`config.mk`:
```
export PLATFORM = sky130hd
export DESIGN_NAME = snd_pulse_bank
export DESIGN_NICKNAME = d
export VERILOG_FILES = /design/src/rtl/snd_pkg.sv /design/src/rtl/snd_pulse_ch.sv /design/src/rtl/snd_pulse_bank.sv
export SDC_FILE = /design/constraint.sdc
export NUM_CORES = 1
export LEC_CHECK = 0
export CORE_AREA = 2 2 91 158
export CTS_CLUSTER_SIZE = 12
export DETAILED_ROUTE_END_ITERATION = 7
export DIE_AREA = 0 0 93 160
export HOLD_SLACK_MARGIN = 0.02
export PLACE_DENSITY_LB_ADDON = 0.12
export SLEW_MARGIN = 20
export SYNTH_ARGS = -nofsm -noshare
export SYNTH_HDL_FRONTEND = slang
export SYNTH_SLANG_ARGS = --single-unit
```
`constraint.sdc`:
```
create_clock -name cpu_m2 -period 4.4 [get_ports cpu_m2]
set_input_delay 0.88 -clock cpu_m2 [delete_from_list [all_inputs] [get_ports cpu_m2]]
set_output_delay 0.88 -clock cpu_m2 [all_outputs]
set_load 0.01 [all_outputs]
```
`src/rtl/snd_pkg.sv`:
```
// rtl/snd_pkg.sv - shared register map, ctrl bits and period scaling for the sound bank
package snd_pkg;

  localparam logic [15:0] CH_STRIDE = 16'h1000;
  localparam logic [15:0] REG_SPAN  = 16'd3;
  localparam logic [15:0] CTRL_OFF  = 16'h0003;

  localparam logic [1:0] REG0_OFF = 2'd0;
  localparam logic [1:0] REG1_OFF = 2'd1;
  localparam logic [1:0] REG2_OFF = 2'd2;

  localparam int CTRL_HALT   = 0;
  localparam int CTRL_SHIFT4 = 1;
  localparam int CTRL_SHIFT8 = 2;

  localparam logic [2:0] SAW_STEP_WRAP = 3'd6;

  function automatic logic [11:0] eff_period(input logic [11:0] period,
                                             input logic shift4,
                                             input logic shift8);
    if (shift8)      return period >> 8;
    else if (shift4) return period >> 4;
    else             return period;
  endfunction

endpackage

```
`src/rtl/snd_pulse_ch.sv`:
```
// rtl/snd_pulse_ch.sv - one pulse channel: registers, 12-bit divider, 16-step duty sequencer
module snd_pulse_ch
  import snd_pkg::*;
(
  input  logic       clk_i,
  input  logic       rst_i,
  input  logic       halt_i,
  input  logic       shift4_i,
  input  logic       shift8_i,
  input  logic       wr_i,
  input  logic [1:0] off_i,
  input  logic [7:0] data_i,
  output logic [3:0] level_o
);

  logic        mode_q, mode_d;
  logic [2:0]  duty_q, duty_d;
  logic [3:0]  vol_q, vol_d;
  logic [11:0] period_q, period_d;
  logic        en_q, en_d;
  logic [11:0] div_q, div_d;
  logic [3:0]  step_q, step_d;
  logic [3:0]  level_q, level_d;

  always_comb begin
    mode_d   = mode_q;
    duty_d   = duty_q;
    vol_d    = vol_q;
    period_d = period_q;
    en_d     = en_q;
    div_d    = div_q;
    step_d   = step_q;
    if (wr_i) begin
      case (off_i)
        REG0_OFF: {mode_d, duty_d, vol_d} = data_i;
        REG1_OFF: period_d[7:0] = data_i;
        REG2_OFF: begin
          period_d[11:8] = data_i[3:0];
          en_d           = data_i[7];
        end
        default: ;
      endcase
    end
    // A disabled channel sits at step 0 with its divider preloaded, so enabling starts a full step 0.
    if (!en_q || !en_d) begin
      div_d  = eff_period(period_d, shift4_i, shift8_i);
      step_d = '0;
    end else if (!halt_i) begin
      if (div_q == '0) begin
        div_d  = eff_period(period_q, shift4_i, shift8_i);
        step_d = step_q + 4'd1;
      end else begin
        div_d = div_q - 12'd1;
      end
    end
    level_d = (en_q && (mode_q || (step_q <= {1'b0, duty_q}))) ? vol_q : '0;
  end

  always_ff @(negedge clk_i) begin
    if (rst_i) begin
      mode_q   <= 1'b0;
      duty_q   <= '0;
      vol_q    <= '0;
      period_q <= '0;
      en_q     <= 1'b0;
      div_q    <= '0;
      step_q   <= '0;
      level_q  <= '0;
    end else begin
      mode_q   <= mode_d;
      duty_q   <= duty_d;
      vol_q    <= vol_d;
      period_q <= period_d;
      en_q     <= en_d;
      div_q    <= div_d;
      step_q   <= step_d;
      level_q  <= level_d;
    end
  end

  assign level_o = level_q;

endmodule

```
`src/rtl/snd_pulse_bank.sv`:
```
// rtl/snd_pulse_bank.sv - pulse channel bank, optional sawtooth and saturating mixer on falling cpu_m2
module snd_pulse_bank
  import snd_pkg::*;
#(
  parameter int          NUM_PULSE = 2,
  parameter int          SAW_EN    = 1,
  parameter logic [15:0] BASE_ADDR = 16'h9000,
  parameter int          OUT_W     = 7
) (
  input  logic             cpu_m2,
  input  logic             rst,
  input  logic             cpu_rw,
  input  logic [15:0]      cpu_addr,
  input  logic [7:0]       cpu_data,
  output logic [OUT_W-1:0] snd_vol
);

  localparam int          SUM_W    = $clog2(NUM_PULSE * 15 + 32);
  localparam logic [31:0] VOL_MAX  = (32'd1 << OUT_W) - 32'd1;
  localparam logic [15:0] SAW_BASE = BASE_ADDR + 16'(NUM_PULSE) * CH_STRIDE;

  logic [2:0]       ctrl_q, ctrl_d;
  logic [OUT_W-1:0] vol_q, vol_d;
  logic [3:0]       pulse_level [NUM_PULSE];
  logic [4:0]       saw_level;
  logic [SUM_W-1:0] sum;

  always_comb begin
    ctrl_d = ctrl_q;
    if (!cpu_rw && cpu_addr == BASE_ADDR + CTRL_OFF) ctrl_d = cpu_data[2:0];
  end

  for (genvar k = 0; k < NUM_PULSE; k++) begin : g_pulse
    localparam logic [15:0] CH_BASE = BASE_ADDR + 16'(k) * CH_STRIDE;
    logic [15:0] off;
    logic        hit;
    assign off = cpu_addr - CH_BASE;
    assign hit = !cpu_rw && (off < REG_SPAN);
    snd_pulse_ch u_ch (
      .clk_i    (cpu_m2),
      .rst_i    (rst),
      .halt_i   (ctrl_q[CTRL_HALT]),
      .shift4_i (ctrl_q[CTRL_SHIFT4]),
      .shift8_i (ctrl_q[CTRL_SHIFT8]),
      .wr_i     (hit),
      .off_i    (off[1:0]),
      .data_i   (cpu_data),
      .level_o  (pulse_level[k])
    );
  end

  if (SAW_EN != 0) begin : g_saw
    logic [5:0]  rate_q, rate_d;
    logic [11:0] per_q, per_d;
    logic        en_q, en_d;
    logic [11:0] div_q, div_d;
    logic [2:0]  step_q, step_d, step_n;
    logic        par_q, par_d;
    logic [7:0]  acc_q, acc_d;
    logic [15:0] off;
    logic        hit;

    assign off = cpu_addr - SAW_BASE;
    assign hit = !cpu_rw && (off < REG_SPAN);

    always_comb begin
      rate_d = rate_q;
      per_d  = per_q;
      en_d   = en_q;
      div_d  = div_q;
      step_d = step_q;
      par_d  = par_q;
      acc_d  = acc_q;
      step_n = step_q + 3'd1;
      if (hit) begin
        case (off[1:0])
          REG0_OFF: rate_d = cpu_data[5:0];
          REG1_OFF: per_d[7:0] = cpu_data;
          REG2_OFF: begin
            per_d[11:8] = cpu_data[3:0];
            en_d        = cpu_data[7];
          end
          default: ;
        endcase
      end
      if (!en_q || !en_d) begin
        div_d  = eff_period(per_d, ctrl_q[CTRL_SHIFT4], ctrl_q[CTRL_SHIFT8]);
        step_d = '0;
        par_d  = 1'b0;
        acc_d  = '0;
      end else if (!ctrl_q[CTRL_HALT]) begin
        if (div_q == '0) begin
          div_d = eff_period(per_q, ctrl_q[CTRL_SHIFT4], ctrl_q[CTRL_SHIFT8]);
          par_d = !par_q;
          // Step 6 folds straight back to step 0, which restarts the ramp from zero.
          if (par_q) begin
            if (step_n == SAW_STEP_WRAP) begin
              step_d = '0;
              acc_d  = '0;
            end else begin
              step_d = step_n;
              acc_d  = acc_q + {2'b00, rate_q};
            end
          end
        end else begin
          div_d = div_q - 12'd1;
        end
      end
    end

    always_ff @(negedge cpu_m2) begin
      if (rst) begin
        rate_q <= '0;
        per_q  <= '0;
        en_q   <= 1'b0;
        div_q  <= '0;
        step_q <= '0;
        par_q  <= 1'b0;
        acc_q  <= '0;
      end else begin
        rate_q <= rate_d;
        per_q  <= per_d;
        en_q   <= en_d;
        div_q  <= div_d;
        step_q <= step_d;
        par_q  <= par_d;
        acc_q  <= acc_d;
      end
    end

    assign saw_level = en_q ? acc_q[7:3] : 5'd0;
  end else begin : g_no_saw
    assign saw_level = 5'd0;
  end

  always_comb begin
    sum = SUM_W'(saw_level);
    for (int k = 0; k < NUM_PULSE; k++) sum = sum + SUM_W'(pulse_level[k]);
  end

  assign vol_d = (32'(sum) > VOL_MAX) ? OUT_W'(VOL_MAX) : OUT_W'(sum);

  always_ff @(negedge cpu_m2) begin
    if (rst) begin
      ctrl_q <= '0;
      vol_q  <= '0;
    end else begin
      ctrl_q <= ctrl_d;
      vol_q  <= vol_d;
    end
  end

  assign snd_vol = vol_q;

endmodule

```
==> impl_metrics.ini <==
[run_status]
status = finished, violations left
violations = negative setup slack

[logic_synthesis]
synth_edf_count = 0
synth_xor_area_share_pct = 1.425
synth_adder_area_share_pct = 6.045
yosys.area_share.simple_pct = 22.13
synth_top_family_by_area = simple AND/OR/NAND/NOR gates
ys_seq_elements = 134
synth.most_common_cell = dfxtp_1
syn_nets = 972
synth_compound_area_share_pct = 16.29
netlist_instances = 910
synth_ff_type = dfxtp_1
synth.area.mux_share_pct = 15.58
synth_common_cells = 134 x dfxtp_1, 125 x nor2_1, 85 x mux2i_1, 63 x a21oi_1, 45 x nand2_1
syn_avg_cell_area_sq_um = 8.779
async_flop_share_pct = 0
synthDistinctLibCells = 81
yosysTopAreaCellShare_pct = 33.58
yosysTopAreaCell = dfxtp_1
ys_warn_count = 0
netlist_area_sq_um = 7989
ys_seq_area_share_pct = 33.58
synthTopCellsByArea = dfxtp_1 34%, mux2i_1 11%, nor2_1 5.9%

[floorplan]
dieHeight_microns = 160
core_sq_um = 13690
die_area_sq_um = 14880
initial_utilization_pct = 58.34
ios = 34
rows = 57
die_w_microns = 93

[routing]
route.detailed.wl_per_inst_microns = 21.96
drc = 0
wl_microns = 29790
drt_first_pass_iters = 6
vias_per_cell = 6.446
drt_iter0_markers = 636
ant_nets = 0
num_vias = 8747

[power]
pwr-share-comb_pct = 4.8
p_leak_nw = 4.850
vdd_drop_max_uv = 307.3
powerDensity_nw_per_um2 = 304.7
finalPower_mw = 3.471
pwr-share-clk_pct = 60.0
switching_share_pct = 32.18
p_switching_mw = 1.117
p_int_mw = 2.354
pwr-share-seq_pct = 35.2

[grt]
grt_util_all_layers_pct = 37.10
grt_start_max_net_pins = 43
grt_pass1_wl_microns = 43500
grt_antenna_before_repair = 1
grt_pass1_vias = 9136
gr-total-overflow = 0

[cts]
clockBufferDepth = 2
clock-sinks = 134
cts_inserted_buffers = 17
cts_tree = done
clkLatencyLatePin_ns = 0.50
clk_pin_slew_ns = 0.05
root_buffer = clkbuf_16
htreeDepth = 4

[finish]
n_fill_cell = 742
drive_above_1_share_pct = 28.22
layout.nets = 1230
fin_util_pct = 83.19
insertedDiodeCount = 0
syn2layout_area_growth_pct = 42.58
final_area_sq_um = 11390

[setup_path]
slowest_delay_ns = 0.29
crit_path_frequent_cell = buf_6
end_kind = flop
worstSetupStartpoint = cpu_addr[15]
reg2reg_from = g_pulse[1].u_ch.div_q[6]$_SDFFE_NP0P_
crit_slowest_cell = clkdlybuf4s15_1
cp_cell_sequence = clkdlybuf4s15_1 -> xor2_1 -> nand4_1 -> buf_4 -> buf_6 -> o31ai_4 -> buf_6 -> or2_4 -> buf_6 -> a21o_1 -> o211ai_1
cp_data_required_time_ns = 2.49
crit_path_max_fanout = 6
startpoint_type = primary input
arrival_ns = 2.80
critPathKind = primary input to flop

[hold_path]
min_path_type = flop to flop
min_from = g_pulse[0].u_ch.vol_q[1]$_SDFFE_NP0P_

[timing]
drv_slew = 0
fin_worst_skew_ns = 0.04337
hold_viol = 0
tightest_slew_ns = 1.054
fin_tns_setup_ns = -8.671
setup_slack_ns = -0.3096
rsz0062_at_grt = true
relSlewSlack_pct = 29.12
setup-violations-final = 77

[placed_design]
dp_hpwl_microns = 16800
port-buffer-count = 32
dp_slack_ns = -1.143
placed_area_sq_um = 9328
gp_congestion = 0.9063

[run]
cap_violations = 0
[flip-flops by register name (all words and copies together), names as in the netlist]
signal,flops
g_saw.step_q,3
g_saw.par_q,1
g_pulse.u_ch.level_o,8
g_pulse.u_ch.en_q,2
g_saw.en_q,1
g_saw.div_q,12
g_saw.acc_q,8
g_saw.rate_q,6
g_pulse.u_ch.duty_q,6
g_pulse.u_ch.period_q,24
g_pulse.u_ch.step_q,8
snd_vol,6
g_pulse.u_ch.div_q,24
ctrl_q,3
g_pulse.u_ch.vol_q,8
g_pulse.u_ch.mode_q,2
g_saw.per_q,12
[critical path: cells and delay by family]
kind | cells | cell delay (ns)
buf+inv | 5 | 0.87
simple gates | 2 | 0.32
xor+xnor | 1 | 0.28
compound gates | 3 | 0.45
[layer usage]
layer,track usage (%),wire length (microns)
met1,35.31,9828
met2,64.33,14980
met3,11.18,2277
met4,29.68,2690
met5,0,17
[final timing paths]
path | slack, ns | depth (start not counted) | end
hold / removal | 0.45 | 1 | g_pulse[0].u_ch.level_o[1]$_SDFF_NP0_
setup reg to reg | 1.51 | 6 | g_pulse[1].u_ch.div_q[1]$_SDFFE_NP0P_
setup / recovery | -0.31 | 11 | g_pulse[1].u_ch.div_q[0]$_SDFFE_NP0P_
hold reg to reg | 0.45 | 1 | g_pulse[0].u_ch.level_o[1]$_SDFF_NP0_
[cell type report]
type | count | area, sq um | share of cell area (%)
multi-input combinational | 681 | 5613 | 49.28
tap | 177 | 221.5 | 1.944
clock buffer | 17 | 425.4 | 3.735
clock inverter | 148 | 673.1 | 5.910
inverter | 38 | 171.4 | 1.505
sequential | 134 | 2685 | 23.57
timing repair buffer | 162 | 1602 | 14.06
[power by group through the flow]
stage               registers, mW  clock network [mW]  logic (mW)
floorplan                    1.24               0.185      0.0510
global placement             1.24               0.185       0.134
detailed placement           1.24               0.185       0.137
CTS                          1.22                2.03       0.148
global route                 1.22                2.22       0.170
finish                       1.22                2.08       0.166
[cell usage in the layout, fill, tap and decap left out, types with 6 or more instances in the layout]
cell,n
inv_1,170
dfxtp_1,132
nor2_1,112
buf_4,82
mux2i_1,62
a21oi_1,55
buf_6,40
nand2_1,38
o22ai_1,28
ha_1,26
nor3_1,21
nand2b_1,20
o21ai_0,17
clkbuf_16,17
mux2i_4,16
o22ai_2,14
and2_1,13
nor2b_1,11
nor2_2,11
clkdlybuf4s50_1,11
mux2_4,10
buf_12,10
a21oi_2,9
mux4_2,9
nand3_1,9
a22oi_1,8
xor2_1,7
mux2i_2,7
mux2_2,7
nor3_2,6
nand2_2,6
o211ai_1,6
a31oi_1,6
fa_1,6
[per-stage QoR]
step	hold slack (ns)	std cells
5_1_grt	0.4755	1357
3_3_place_gp	0.4513	1166
3_5_place_dp	0.4503	1166
2_1_floorplan	0.4291	910
4_1_cts	0.4481	1349
6_report	0.4538	1357
[cells by family (layout without fill, tap and decap cells)]
kind of cell	after synthesis	after routing
and+or+nand+nor	322	322
AOI/OAI and AO/OA	199	199
DFF	134	134
muxes	111	111
buffers and inverters	95	365
adders and majority gates	35	35
xor gates and xnor gates	13	13
other	1	1
[what timing repair did]
item                                    CTS  global route
pin swaps                                41            32
endpoints found under the setup margin  120           106
hold buffers                              0             0
resized for setup                       146            79
gates cloned                              3             0
setup buffers                            16            11
No activity file was read; power rests on OpenSTA's default activity.
